--- src/rtl/alu_result_serializer_pkg.sv ---
// Shared types for the ALU result serializer: op codes, FIFO entry layout
// and the beat-state encoding of the output FSM.
package alu_pkg;

  localparam int RESULT_W = 64;

  localparam logic OP_ADD = 1'b0;
  localparam logic OP_MUL = 1'b1;

  typedef struct packed {
    logic                op;
    logic                carry;
    logic [RESULT_W-1:0] result;
  } alu_entry_t;

  typedef enum logic {
    S_LO = 1'b0,
    S_HI = 1'b1
  } beat_state_t;

endpackage

--- src/rtl/alu_result_serializer_if.sv ---
// Bus bundle between the ALU, the serializer and the 32-bit consumer.
// Both sides use valid/ready: a transfer happens on a rising clk edge where valid && ready.
interface alu_result_serializer_if #(
    parameter int DEPTH  = 2,
    parameter int WORD_W = 32
);
    localparam int LVL_W = $clog2(DEPTH) + 1;

    logic              in_valid;
    logic              in_ready;
    logic [63:0]       in_result;
    logic              in_carry;
    logic              in_op;
    logic              out_valid;
    logic              out_ready;
    logic [WORD_W-1:0] out_data;
    logic              out_carry;
    logic              out_last;
    logic [LVL_W-1:0]  level;

    modport slave (
        input  in_valid, in_result, in_carry, in_op, out_ready,
        output in_ready, out_valid, out_data, out_carry, out_last, level
    );

    modport master (
        output in_valid, in_result, in_carry, in_op, out_ready,
        input  in_ready, out_valid, out_data, out_carry, out_last, level
    );
endinterface

--- src/rtl/alu_result_serializer_sync_fifo.sv ---
// Single-clock FIFO with power-of-2 depth; pointers wrap naturally.
// Push when full and pop when empty are ignored.
module sync_fifo #(
    parameter int WIDTH = 8,
    parameter int DEPTH = 2
) (
    input  logic                       clk,
    input  logic                       rst,
    input  logic                       push,
    input  logic [WIDTH-1:0]           din,
    input  logic                       pop,
    output logic [WIDTH-1:0]           dout,
    output logic                       full,
    output logic                       empty,
    output logic [$clog2(DEPTH):0]     level
);
    localparam int PTR_W = $clog2(DEPTH);
    localparam int LVL_W = PTR_W + 1;

    logic [WIDTH-1:0] mem [DEPTH];
    logic [PTR_W-1:0] wptr;
    logic [PTR_W-1:0] rptr;
    logic [LVL_W-1:0] count;
    logic             push_ok;
    logic             pop_ok;

    assign full    = (count == LVL_W'(DEPTH));
    assign empty   = (count == '0);
    assign push_ok = push && !full;
    assign pop_ok  = pop && !empty;
    assign dout    = mem[rptr];
    assign level   = count;

    always_ff @(posedge clk or posedge rst) begin
        if (rst) begin
            wptr  <= '0;
            rptr  <= '0;
            count <= '0;
        end else begin
            if (push_ok) wptr <= wptr + PTR_W'(1);
            if (pop_ok)  rptr <= rptr + PTR_W'(1);
            case ({push_ok, pop_ok})
                2'b10:   count <= count + LVL_W'(1);
                2'b01:   count <= count - LVL_W'(1);
                default: count <= count;
            endcase
        end
    end

    // Storage needs no reset: nothing is read while the FIFO is empty.
    always_ff @(posedge clk) begin
        if (push_ok) mem[wptr] <= din;
    end
endmodule

--- src/rtl/alu_result_serializer.sv ---
// Buffers ALU results and emits them as WORD_W beats: one beat for an add,
// low then high word for a multiply.
module alu_result_serializer
    import alu_pkg::*;
#(
    parameter int DEPTH  = 2,
    parameter int WORD_W = 32
) (
    input  logic                    clk,
    input  logic                    rst,
    alu_result_serializer_if.slave  bus,
    output beat_state_t             beat_state
);
    alu_entry_t  wr_entry;
    alu_entry_t  head;
    logic        full;
    logic        empty;
    logic        push;
    logic        fire;
    logic        pop;
    logic [WORD_W-1:0] data_mux;
    logic        carry_mux;
    logic        last_mux;

    assign wr_entry = '{op: bus.in_op, carry: bus.in_carry, result: bus.in_result};

    assign bus.in_ready  = !full;
    assign bus.out_valid = !empty;
    assign push = bus.in_valid && !full;
    assign fire = !empty && bus.out_ready;
    // An entry leaves only after its final beat is accepted.
    assign pop  = fire && ((beat_state == S_HI) || (head.op == OP_ADD));

    sync_fifo #(
        .WIDTH ($bits(alu_entry_t)),
        .DEPTH (DEPTH)
    ) u_fifo (
        .clk   (clk),
        .rst   (rst),
        .push  (push),
        .din   (wr_entry),
        .pop   (pop),
        .dout  (head),
        .full  (full),
        .empty (empty),
        .level (bus.level)
    );

    always_ff @(posedge clk or posedge rst) begin
        if (rst) begin
            beat_state <= S_LO;
        end else if (fire) begin
            if ((beat_state == S_LO) && (head.op == OP_MUL)) beat_state <= S_HI;
            else                                             beat_state <= S_LO;
        end
    end

    always_comb begin
        data_mux  = '0;
        carry_mux = 1'b0;
        last_mux  = 1'b0;
        if (!empty) begin
            if (beat_state == S_HI) begin
                data_mux = head.result[2*WORD_W-1:WORD_W];
                last_mux = 1'b1;
            end else begin
                data_mux = head.result[WORD_W-1:0];
                if (head.op == OP_ADD) begin
                    carry_mux = head.carry;
                    last_mux  = 1'b1;
                end
            end
        end
    end

    assign bus.out_data  = data_mux;
    assign bus.out_carry = carry_mux;
    assign bus.out_last  = last_mux;
endmodule

--- src/flat_wrapper.sv ---
// flat-port wrapper written by rule: the top's interface ports become plain ports
module alu_result_serializer_flat import alu_pkg::*;
#(
    parameter int DEPTH  = 2,
    parameter int WORD_W = 32
)
  (clk, rst, beat_state, bus_in_valid, bus_in_result, bus_in_carry, bus_in_op, bus_out_ready, bus_in_ready, bus_out_valid, bus_out_data, bus_out_carry, bus_out_last, bus_level);
  alu_result_serializer_if #(.DEPTH(DEPTH), .WORD_W(WORD_W)) bus_i ();
  input  logic clk;
  input  logic rst;
  output beat_state_t beat_state;
  input wire logic [$bits(bus_i.in_valid)-1:0] bus_in_valid;
  input wire logic [$bits(bus_i.in_result)-1:0] bus_in_result;
  input wire logic [$bits(bus_i.in_carry)-1:0] bus_in_carry;
  input wire logic [$bits(bus_i.in_op)-1:0] bus_in_op;
  input wire logic [$bits(bus_i.out_ready)-1:0] bus_out_ready;
  output wire logic [$bits(bus_i.in_ready)-1:0] bus_in_ready;
  output wire logic [$bits(bus_i.out_valid)-1:0] bus_out_valid;
  output wire logic [$bits(bus_i.out_data)-1:0] bus_out_data;
  output wire logic [$bits(bus_i.out_carry)-1:0] bus_out_carry;
  output wire logic [$bits(bus_i.out_last)-1:0] bus_out_last;
  output wire logic [$bits(bus_i.level)-1:0] bus_level;
  assign bus_i.in_valid = bus_in_valid;
  assign bus_i.in_result = bus_in_result;
  assign bus_i.in_carry = bus_in_carry;
  assign bus_i.in_op = bus_in_op;
  assign bus_i.out_ready = bus_out_ready;
  assign bus_in_ready = bus_i.in_ready;
  assign bus_out_valid = bus_i.out_valid;
  assign bus_out_data = bus_i.out_data;
  assign bus_out_carry = bus_i.out_carry;
  assign bus_out_last = bus_i.out_last;
  assign bus_level = bus_i.level;
  alu_result_serializer #(.DEPTH(DEPTH), .WORD_W(WORD_W)) u_core (.clk(clk), .rst(rst), .bus(bus_i), .beat_state(beat_state));
endmodule
--- config.mk ---
export PLATFORM = sky130hd
export DESIGN_NAME = alu_result_serializer_flat
export DESIGN_NICKNAME = d
export VERILOG_FILES = /design/src/rtl/alu_result_serializer_pkg.sv /design/src/rtl/alu_result_serializer_if.sv /design/src/rtl/alu_result_serializer_sync_fifo.sv /design/src/rtl/alu_result_serializer.sv /design/src/flat_wrapper.sv
export SDC_FILE = /design/constraint.sdc
export NUM_CORES = 1
export LEC_CHECK = 0
export CAP_MARGIN = 20
export CORE_UTILIZATION = 40
export DETAILED_ROUTE_END_ITERATION = 8
export SYNTH_ARGS = -nofsm -noshare
export SYNTH_HDL_FRONTEND = slang
export SYNTH_SLANG_ARGS = --single-unit
--- constraint.sdc ---
create_clock -name clk -period 10.4 [get_ports clk]
set_input_delay 2.08 -clock clk [delete_from_list [all_inputs] [get_ports clk]]
set_output_delay 2.08 -clock clk [all_outputs]
set_load 0.01 [all_outputs]
==> results of run 1 <==
## cell families (layout without fill, tap and decap cells)
| family | after synthesis | count (layout) | synth area share, % |
|---|---|---|---|
| AOI/OAI and AO/OA | 4 | 4 | 0.477 |
| xor gates and xnor gates | 4 | 4 | 0.667 |
| adders and majority gates | 1 | 1 | 0.238 |
| buffers and inverters | 13 | 141 | 1.57 |
| DFF | 137 | 137 | 77.9 |
| muxes | 34 | 34 | 14.1 |
| and+or+nand+nor | 45 | 45 | 5.05 |
## per-layer routing
layer | vias to the layer above | GRT usage (%) | wire length, um
met4 | 0 | 7.09 | 128
met1 | 1297 | 21.0 | 4380
met5 | - | 0 | 0
met3 | 11 | 5.24 | 671
li1 | 1199 | - | -
met2 | 95 | 23.2 | 4460
## final cells by class
type / instances / area, um2 / area share [%]
multi-input combinational: 88 / 1100 / 15.7
tap: 172 / 215 / 3.08
inverter: 2 / 7.51 / 0.108
sequential: 137 / 4090 / 58.6
clock inverter: 10 / 38.8 / 0.556
clock buffer: 19 / 433 / 6.20
timing repair buffer: 110 / 1100 / 15.7
## cell usage in the layout, fill, tap and decap left out, types with 2 or more instances in the layout
master / instances
dfrtp_1: 3
clkdlybuf4s50_1: 108
inv_1: 2
nor2b_1: 34
mux2i_1: 2
clkbuf_16: 17
nor2_4: 2
dfrtp_2: 2
xnor2_1: 3
clkbuf_1: 2
clkinv_1: 9
edfxtp_1: 132
nor2_1: 4
o21ai_0: 2
mux4_2: 32
buf_4: 2
## state kept, by name (all words and copies together), names as in the netlist
| name | count |
|---|---|
| u_core.u_fifo.wptr | 1 |
| u_core.beat_state | 1 |
| u_core.u_fifo.mem | 132 |
| u_core.u_fifo.rptr | 1 |
| u_core.u_fifo.level | 2 |
## worst max-delay path: stages, from the launching register on
cell and delay, ns:
dfrtp_2 0.82, buf_4 0.45, mux2i_1 0.33, nor4b_1 0.42, clkdlybuf4s50_1 0.62
## power by group
group / switching [mW] / total (mW) / internal [mW]
clock network: 0.195 / 0.486 / 0.291
logic: 0.285 / 0.675 / 0.390
registers: 0.0813 / 0.839 / 0.757
total: 0.561 / 2.00 / 1.44
## metrics by stage
step	hold slack, ns	area (um2)	util [%]	instances
floorplan	0.460	5250	-	238
global placement	0.537	6510	51.2	509
detailed placement	0.543	6510	51.2	509
CTS	0.555	6980	54.9	538
global route	0.582	6980	54.9	538
finish	0.550	6980	54.9	538
## final timing paths
| check | from | cells past startpoint | slack [ns] | to |
|---|---|---|---|---|
| worst max-delay path | u_core.u_fifo.rptr | 4 | 5.26 | bus_out_carry |
| worst min-delay path | u_core.u_fifo.wptr | 1 | 0.55 | u_core.u_fifo.wptr |
| worst max register to register | u_core.u_fifo.level[0] | 4 | 7.86 | u_core.u_fifo.mem[0][21] |
| worst min register to register | u_core.u_fifo.wptr | 1 | 0.55 | u_core.u_fifo.wptr |
| max in group asynchronous | rst | 2 | 8.33 | u_core.u_fifo.rptr |
| min in group asynchronous | rst | 2 | 1.89 | u_core.beat_state |
==> metrics.md, run 1 <==
| Metric | Value |
|---|---|
| Root buf cell | `clkbuf_16` |
| Die height | `117 um` |
| Pwr Density | `286 nW/um2` |
| Die width | `117 um` |
| Vias in the first global route | `2826` |
| Top-count cell post-synth | `edfxtp_1` |
| Yosys cell types | `21` |
| FP Rows | `41` |
| Ys flop type | `edfxtp_1` |
| Critical Path Source Type | `flop` |
| Status | `finished clean` |
| PostCTS Resize Cnt | `0` |
| Slack of the critical path | `around 5.3 ns` |
| Clock Sinks | `137` |
| Synth top area cells | `edfxtp_1, mux4_2, nor2b_1` |
| Core Region | `12700 um2` |
| Max cap viols | `0` |
| Clock-pin slew on the worst setup and hold paths | `0.05 ns` |
| Async S/R FF share, synth | `under 10%` |
| Area Growth Syn to Fin | `33.0%` |
| DR pass1 iterations | `4` |
| Final Max Tran Viols | `0` |
| Synthesized netlist cell count | `238` |
| Seq cells post-synth | `approximately 140` |
| DIE AREA | `13600 um2` |
| # setup viols final | `0` |
| Crit path DAT | `between 3 and 4 ns` |
| Required @ worst endpoint | `8.32 ns` |
| Total GRT Usage | `15.6%` |
| Synthesized area | `5250 um2` |
| Drt via density | `4.84` |
| Port buffer count | `108` |
| Final Cycle Share | `49.5%` |
| Dpl hpwl | `5800 um` |
| Peak supply drop | `0.146 mV` |
| Drt wl/cell | `17.9 um` |
| Hold Path Class | `flop to flop` |
| Detailed Route WL | `approximately 9600 um` |
| Final hold viol count | `0` |
| DR DRC count | `0` |
| Setup Fix Bufs, Post-CTS | `0` |
| ANT cells | `0` |
| Clock Latency Late Sink | `0.41 ns` |
| Filler cells | `1059` |
| Post-synth EDFFs | `132` |
| Crit Path Max Fanout | `19` |
| Crit path capture type | `primary output` |
| Synthesized area per cell | `around 22 um2` |
| CTS Buf Count | `17` |
| Max Buffers Root-to-Sink | `2` |
| Synth Warn # | `0` |
| Top-area cell type share of the netlist area | `approximately three quarters` |
| First-pass GRT wire length | `14900 um` |
| Iteration-0 DRC Markers | `around 130` |
| Largest net degree at the start of global routing | `67` |
| Syn_nets | `309` |
| Initial antenna violation count | `0` |
| Clock skew after layout | `0.00349 ns` |
| Nets | `427` |
| Sequential share of the synthesized area | `77.9%` |
| CTS tree | `yes` |
| Dpl ws | `5.66 ns` |
| Hold buffers post-CTS | `0` |
| Measured slew at the worst slew-check pin | `1.06 ns` |
| Most frequent cells after synthesis | `edfxtp_1, nor2b_1, mux4_2` |
| Ports | `109` |
| CTS H-tree depth | `4` |
| Worst slew margin relative to its limit | `29.1%` |
| Total power | `2.00 mW` |
| Min cycle time layout | `5.14 ns` |
| RD Place Congestion | `a little under 0.7` |
| Via Count | `2602` |
| Global route overflow | `0` |
| RSZ-0062 raised after global routing | `false` |
| Final setup TNS | `0 ns` |
| Share of cells above drive strength 1 | `15.6%` |
| Antenna viol nets, final | `0` |
| Synth area leader | `edfxtp_1` |
| Fmax | `about 0.19 GHz` |
| Leakage | `2.29 nW` |
| Starting Density | `41.3%` |
| WS Path Type | `flop to primary output` |
No activity file was read; power rests on OpenSTA's default activity.
==> run 2: changes to the inputs <==
Settings changed: PLACE_DENSITY set to 0.67.
Clock period 10.4 ns to 4.15 ns, I/O delays scaled along.
==> run 2 against run 1 <==
Against the previous run: sequential share of layout area down 1.5 points; worst setup slack worse by 4.5 ns; first-iteration DRC count up 30%; routed wire length down 1.1%; largest power group unchanged; largest cell class unchanged; critical path type unchanged.
==> metrics.md, run 2 (same netlist as run 1, synthesis figures left out) <==
| Metric | Value |
|---|---|
| Status | `finished clean (unchanged)` |
| ANT cells | `0 (unchanged)` |
| Min-Delay Endpoint | `u_core.u_fifo.wptr (unchanged)` |
| Clock-pin slew on the worst setup and hold paths | `0.06 ns (was 0.05 ns)` |
| Slowest-stage cell, CP | `dfrtp_2 (unchanged)` |
| Drt via density | `4.84 (about the same)` |
| Vias in the first global route | `2670 (was 2826)` |
| Max incr delay on CP | `0.67 ns (was 0.82 ns)` |
| Final Cycle Share | `82.4%` |
| Die height | `117 um (unchanged)` |
| First-pass GRT wire length | `14000 um (was 14900 um)` |
| WS Path Type | `flop to primary output (unchanged)` |
| Required @ worst endpoint | `3.32 ns (was 8.32 ns)` |
| Nets | `429 (was 427)` |
| Most frequent cells in the layout | `edfxtp_1, clkdlybuf4s50_1, nor2b_1 (unchanged)` |
| Peak supply drop | `0.310 mV (was 0.146 mV)` |
| Dpl ws | `1.10 ns (was 5.66 ns)` |
| Critical Path Source Type | `flop (unchanged)` |
| DIE AREA | `13600 um2 (unchanged)` |
| Crit path DAT | `2.59 ns (was 3.06 ns)` |
| Min cycle time layout | `3.42 ns` |
| Total power | `5.37 mW (was 2.00 mW)` |
| Critical R2R Launch | `u_core.u_fifo.rptr (was u_core.u_fifo.level[0])` |
| RD Place Congestion | `0.677 (was 0.692)` |
| FP Rows | `41 (unchanged)` |
| Final setup TNS | `0 ns (unchanged)` |
| Dpl hpwl | `5830 um (was 5800 um)` |
| Setup Fix Bufs, Post-CTS | `0 (unchanged)` |
| Worst Hold Launch | `u_core.u_fifo.wptr (unchanged)` |
| CTS H-tree depth | `4 (unchanged)` |
| Final hold viol count | `0 (unchanged)` |
| Clock Sinks | `137 (unchanged)` |
| R2R setup slack | `1.97 ns (was 7.86 ns)` |
| Clock Latency Late Sink | `0.41 ns (about the same)` |
| # setup viols final | `0 (unchanged)` |
| DR pass1 iterations | `4 (unchanged)` |
| Iteration-0 DRC Markers | `172 (was 132)` |
| Delay-heaviest family, CP | `buffers and inverters (unchanged)` |
| Most common cell after layout, fill and taps aside | `edfxtp_1 (unchanged)` |
| Measured slew at the worst slew-check pin | `0.952 ns (was 1.06 ns)` |
| Crit-path cells | `buf_12 -> mux4_2 -> nor2b_1 -> clkdlybuf4s50_1 (was buf_4 -> mux2i_1 -> nor4b_1 -> clkdlybuf4s50_1)` |
| Antenna viol nets, final | `0 (unchanged)` |
| Core Region | `12700 um2 (unchanged)` |
| Area Growth Syn to Fin | `36.6% (was 33.0%)` |
| Crit Path Max Fanout | `24 (was 19)` |
| Via Count | `2626 (was 2602)` |
| Max cap viols | `0 (unchanged)` |
| Hold Path Class | `flop to flop (unchanged)` |
| Slack of the critical path | `0.731 ns (was 5.26 ns)` |
| Largest net degree at the start of global routing | `40 (was 67)` |
| Clock skew after layout | `0.00429 ns (was 0.00349 ns)` |
| CTS tree | `yes (unchanged)` |
| Total GRT Usage | `14.8% (was 15.6%)` |
| Crit path capture type | `primary output (unchanged)` |
| Leakage | `2.37 nW (was 2.29 nW)` |
| Port buffer count | `108 (unchanged)` |
| FF-to-FF End | `u_core.u_fifo.level[1] (was u_core.u_fifo.mem[0][21])` |
| Ports | `109 (unchanged)` |
| Worst slew margin relative to its limit | `36.4% (was 29.1%)` |
| Starting Density | `41.3% (unchanged)` |
| Largest register by flop count | `u_core.u_fifo.mem (unchanged)` |
| Bufs and invs on worst path | `2 (unchanged)` |
| Global route overflow | `0 (unchanged)` |
| Hold depth | `1 (unchanged)` |
| CTS Buf Count | `17 (unchanged)` |
| Detailed Route WL | `9530 um (was 9640 um)` |
| Hold buffers post-CTS | `0 (unchanged)` |
| RSZ-0062 raised after global routing | `false (unchanged)` |
| DR DRC count | `0 (unchanged)` |
| Fmax | `0.293 GHz` |
| Share of cells above drive strength 1 | `19.1% (was 15.6%)` |
| Max Buffers Root-to-Sink | `2 (unchanged)` |
| Initial antenna violation count | `0 (unchanged)` |
| Final hold slack | `0.538 ns (was 0.550 ns)` |
| R2R cell count | `7 (was 4)` |
| PostCTS Resize Cnt | `0 (unchanged)` |
| Root buf cell | `clkbuf_16 (unchanged)` |
| Final Max Tran Viols | `0 (unchanged)` |
| Die width | `117 um (unchanged)` |
| Post-Route Utilization | `56.4% (was 54.9%)` |
| Drt wl/cell | `17.6 um (was 17.9 um)` |
| Pwr Density | `749 nW/um2 (was 286 nW/um2)` |
| Largest register FFs | `132 (unchanged)` |
## run 2: cell types whose count changed in the layout (fill, tap and decap cells not counted)
cell        delta
and3_2         +1
and3_4         -1
buf_12         +2
bufinv_16      +4
clkbuf_1       -2
clkinv_1       -7
clkinv_4       +3
clkinvlp_4     +3
inv_6          +2
## run 2: where the power goes
| group | total, mW | leakage, nW | switching, mW | internal [mW] |
|---|---|---|---|---|
| registers | 2.08 | 1.28 | 0.186 | 1.89 |
| logic | 1.72 | 0.796 | 0.720 | 1.00 |
| clock network | 1.56 | 0.295 | 0.560 | 1.00 |
## run 2: layer usage
layer / track usage (%) / share of wire [%] / vias up
li1: - / - / 1204
met1: 18.6 / 43 / 1319
met2: 23.2 / 49 / 90
met3: 4.26 / 6.7 / 13
met4: 8.35 / 1.6 / 0
met5: 0 / 0 / -
## run 2: per-stage QoR
stage	instances	cell area (um2)
floorplan	238	5250
global placement	511	6550
detailed placement	511	6550
CTS	543	7170
global route	543	7170
finish	543	7170
## run 2: cell type report
| class | instances | area (um2) |
|---|---|---|
| clock inverter | 15 | 199 |
| fill | 1023 | 5550 |
| inverter | 2 | 7.51 |
| timing repair buffer | 112 | 1140 |
| clock buffer | 17 | 425 |
| sequential | 137 | 4090 |
| multi-input combinational | 88 | 1090 |
| tap | 172 | 215 |
## run 2: worst reg2reg max path: stages (launching register included)
cell and delay, ns:
dfrtp_2 0.67, buf_12 0.29, mux2i_1 0.31, nor2_1 0.10, nor2_1 0.17, ha_1 0.27
nor2_1 0.13, xor2_1 0.15
## run 2: how the worst max path moves through the flow
stage,end,depth (start not counted),from
6_report,bus_out_data[1],4,u_core.u_fifo.rptr
4_1_cts,bus_out_carry,4,u_core.u_fifo.rptr
2_1_floorplan,u_core.u_fifo.mem[0][0],2,bus_in_valid
5_1_grt,bus_out_carry,4,u_core.u_fifo.rptr
3_3_place_gp,bus_out_carry,4,u_core.u_fifo.rptr
3_5_place_dp,bus_out_carry,4,u_core.u_fifo.rptr
==> run 3: changes to the inputs <==
Clock period 4.15 ns to 3 ns, I/O delays scaled along.
==> run 3 against run 2 <==
Against the previous run: combinational power increased by 45%; final cell count grew 0.55%; cell area is 0.21% lower; count of clock-buffer cells in the layout increased by 2; non-clock buffer count increased by 4; critical path depth fell by 1; register-to-register slack got worse by 0.84 ns; largest cell class unchanged; largest power group unchanged.
==> metrics.md, run 3 (same netlist as run 1, synthesis figures left out) <==
| Metric | Value |
|---|---|
| RD Place Congestion | `0.699 (was 0.677)` |
| Largest register FFs | `132 (unchanged)` |
| CTS Buf Count | `17 (unchanged)` |
| Critical R2R Launch | `u_core.u_fifo.level[0] (was u_core.u_fifo.rptr)` |
| Status | `finished clean (unchanged)` |
| Top sig layer | `met4 (unchanged)` |
| Area Growth Syn to Fin | `36.3% (was 36.6%)` |
| Largest net degree at the start of global routing | `67 (was 40)` |
| ANT cells | `0 (unchanged)` |
| DIE AREA | `13600 um2 (unchanged)` |
| Die width | `117 um (unchanged)` |
| Clock skew after layout | `0.00834 ns (was 0.00429 ns)` |
| Antenna viol nets, final | `0 (unchanged)` |
| Total net switching power | `1.98 mW (was 1.47 mW)` |
| Clock Latency Late Sink | `0.41 ns (about the same)` |
| First-pass GRT wire length | `14600 um (was 14000 um)` |
| Share of cells above drive strength 1 | `18.7% (was 19.1%)` |
| WS Path Type | `flop to primary output (unchanged)` |
| Global route overflow | `0 (unchanged)` |
| Routed wl met3 | `722 um (was 641 um)` |
| Metal2 WL | `4600 um (was 4650 um)` |
| Root buf cell | `clkbuf_16 (unchanged)` |
| Sw frac | `27.3% (about the same)` |
| Most frequent cells in the layout | `edfxtp_1, clkdlybuf4s50_1, nor2b_1 (unchanged)` |
| Port buffer count | `108 (unchanged)` |
| Dpl hpwl | `5990 um (was 5830 um)` |
| Largest register by flop count | `u_core.u_fifo.mem (unchanged)` |
| Initial antenna violation count | `0 (unchanged)` |
| Clock Sinks | `137 (unchanged)` |
| CTS H-tree depth | `4 (unchanged)` |
| Setup Fix Bufs, Post-CTS | `0 (unchanged)` |
| DR pass1 iterations | `4 (unchanged)` |
| Hold buffers post-CTS | `0 (unchanged)` |
| Flop pwr share | `39.2% (was 38.7%)` |
| Delay-heaviest family, CP | `flip-flops (was buffers and inverters)` |
| Core Region | `12700 um2 (unchanged)` |
| Clock-pin slew on the worst setup and hold paths | `0.05 ns (was 0.06 ns)` |
| Min cycle time layout | `2.83 ns` |
| CP startpoint | `u_core.beat_state (was u_core.u_fifo.rptr)` |
| Nets | `433 (was 429)` |
| Total power | `7.24 mW (was 5.37 mW)` |
| Pwr Density | `1010 nW/um2 (was 749 nW/um2)` |
| Detailed Route WL | `9510 um (was 9530 um)` |
| Max incr delay on CP | `0.77 ns (was 0.67 ns)` |
| Via Count | `2660 (was 2626)` |
| Total internal power | `5.27 mW (was 3.90 mW)` |
| Worst slew margin relative to its limit | `63.7% (was 36.4%)` |
| Clock power share | `26.3% (was 29.1%)` |
| Drt wl/cell | `17.4 um (was 17.6 um)` |
| Final Max Tran Viols | `0 (unchanged)` |
| Iteration-0 DRC Markers | `158 (was 172)` |
| DR DRC count | `0 (unchanged)` |
| Vias in the first global route | `2788 (was 2670)` |
| Crit-path cells | `mux4_2 -> nor2b_1 -> clkdlybuf4s50_1 (was buf_12 -> mux4_2 -> nor2b_1 -> clkdlybuf4s50_1)` |
| Crit path DAT | `2.23 ns (was 2.59 ns)` |
| Slowest-stage cell, CP | `dfrtp_4 (was dfrtp_2)` |
| CTS tree | `yes (unchanged)` |
| FP Rows | `41 (unchanged)` |
| Metal1 wirelength | `4100 um (was 4090 um)` |
| Crit Path Max Fanout | `35 (was 24)` |
| Critical Path Source Type | `flop (unchanged)` |
| Die height | `117 um (unchanged)` |
| RSZ-0062 raised after global routing | `false (unchanged)` |
| Post-Route Utilization | `56.2% (was 56.4%)` |
| Most common cell after layout, fill and taps aside | `edfxtp_1 (unchanged)` |
| Fmax | `0.353 GHz` |
| Crit path capture type | `primary output (unchanged)` |
| Dpl cell area | `6600 um2 (was 6550 um2)` |
| Total GRT Usage | `15.3% (was 14.8%)` |
| Leakage | `2.37 nW (about the same)` |
| Logic pwr share | `34.6% (was 32.1%)` |
| Final Cycle Share | `94.4%` |
| Final hold viol count | `0 (unchanged)` |
| Final instance area | `7150 um2 (was 7170 um2)` |
| Hold Path Class | `input pin to asynchronous set/reset pin (was flop to flop)` |
| Starting Density | `41.3% (unchanged)` |
| Max Buffers Root-to-Sink | `2 (unchanged)` |
| Bufs and invs on worst path | `1 (was 2)` |
| # setup viols final | `0 (unchanged)` |
| Measured slew at the worst slew-check pin | `0.545 ns (was 0.952 ns)` |
| Required @ worst endpoint | `2.40 ns (was 3.32 ns)` |
| Peak supply drop | `0.599 mV (was 0.310 mV)` |
| Ports | `109 (unchanged)` |
| Max cap viols | `0 (unchanged)` |
| Final setup TNS | `0 ns (unchanged)` |
| Drt via density | `4.87 (was 4.84)` |
-- run 3: changes by cell type in the layout (fill, tap and decap cells not counted), sizes merged --
| cell | delta |
|---|---|
| buf | +4 |
| bufinv | -2 |
| clkbuf | +2 |
| clkinv | +2 |
| clkinvlp | -1 |
| inv | -2 |
-- run 3: final timing paths --
path / to / slack (ns) / cells after the start
worst max register to register: u_core.u_fifo.mem[0][26] / 1.13 / 4
max in group asynchronous: u_core.beat_state / 2.41 / 2
worst max-delay path: bus_out_data[23] / 0.17 / 3
min in group clk: u_core.u_fifo.wptr / 0.56 / 1
worst min-delay path: u_core.beat_state / 0.41 / 2
worst min register to register: u_core.u_fifo.wptr / 0.56 / 1
-- run 3: final cells by class --
cell class	count	area, um2
multi-input cells	88	1100
clock buffers	19	433
flip-flops and latches	137	4090
well taps	172	215
clock inverters	12	109
fillers	1045	5570
inverters	2	7.51
repair buffers	116	1190
-- run 3: power groups by stage --
stage / combinational [mW] / sequential (mW) / clock, mW
6_report: 2.50 / 2.84 / 1.90
5_1_grt: 2.71 / 2.88 / 2.02
4_1_cts: 2.56 / 2.84 / 1.95
3_5_place_dp: 2.56 / 2.88 / 0
3_3_place_gp: 2.53 / 2.85 / 0
2_1_floorplan: 1.45 / 2.77 / 0
-- run 3: what timing repair did --
item | CTS | global route
setup endpoints to repair | 34 | 1
pin swaps | 0 | 0
resized for setup | 2 | 1
-- run 3: worst register-to-register path: cells and delay by family (launching register included) --
kind                   cells  cell delay [ns]
and+or+nand+nor            3             0.78
DFF                        1             0.50
buffers and inverters      1             0.27
-- run 3: metal layers --
metal  global-route usage [%]  vias up
met4                     6.08        0
met5                        0        -
met1                     18.2     1339
li1                         -     1209
met2                     24.4      102
met3                     6.59       10
-- run 3: per-stage QoR --
stage	std cells	hold WS, ns	setup WS [ns]
after floorplan	238	0.379	0.0513
after global placement	515	0.531	0.316
after detailed placement	515	0.548	0.329
after CTS	546	0.400	0.0514
after global routing	546	0.448	0.0514
final	546	0.405	0.167
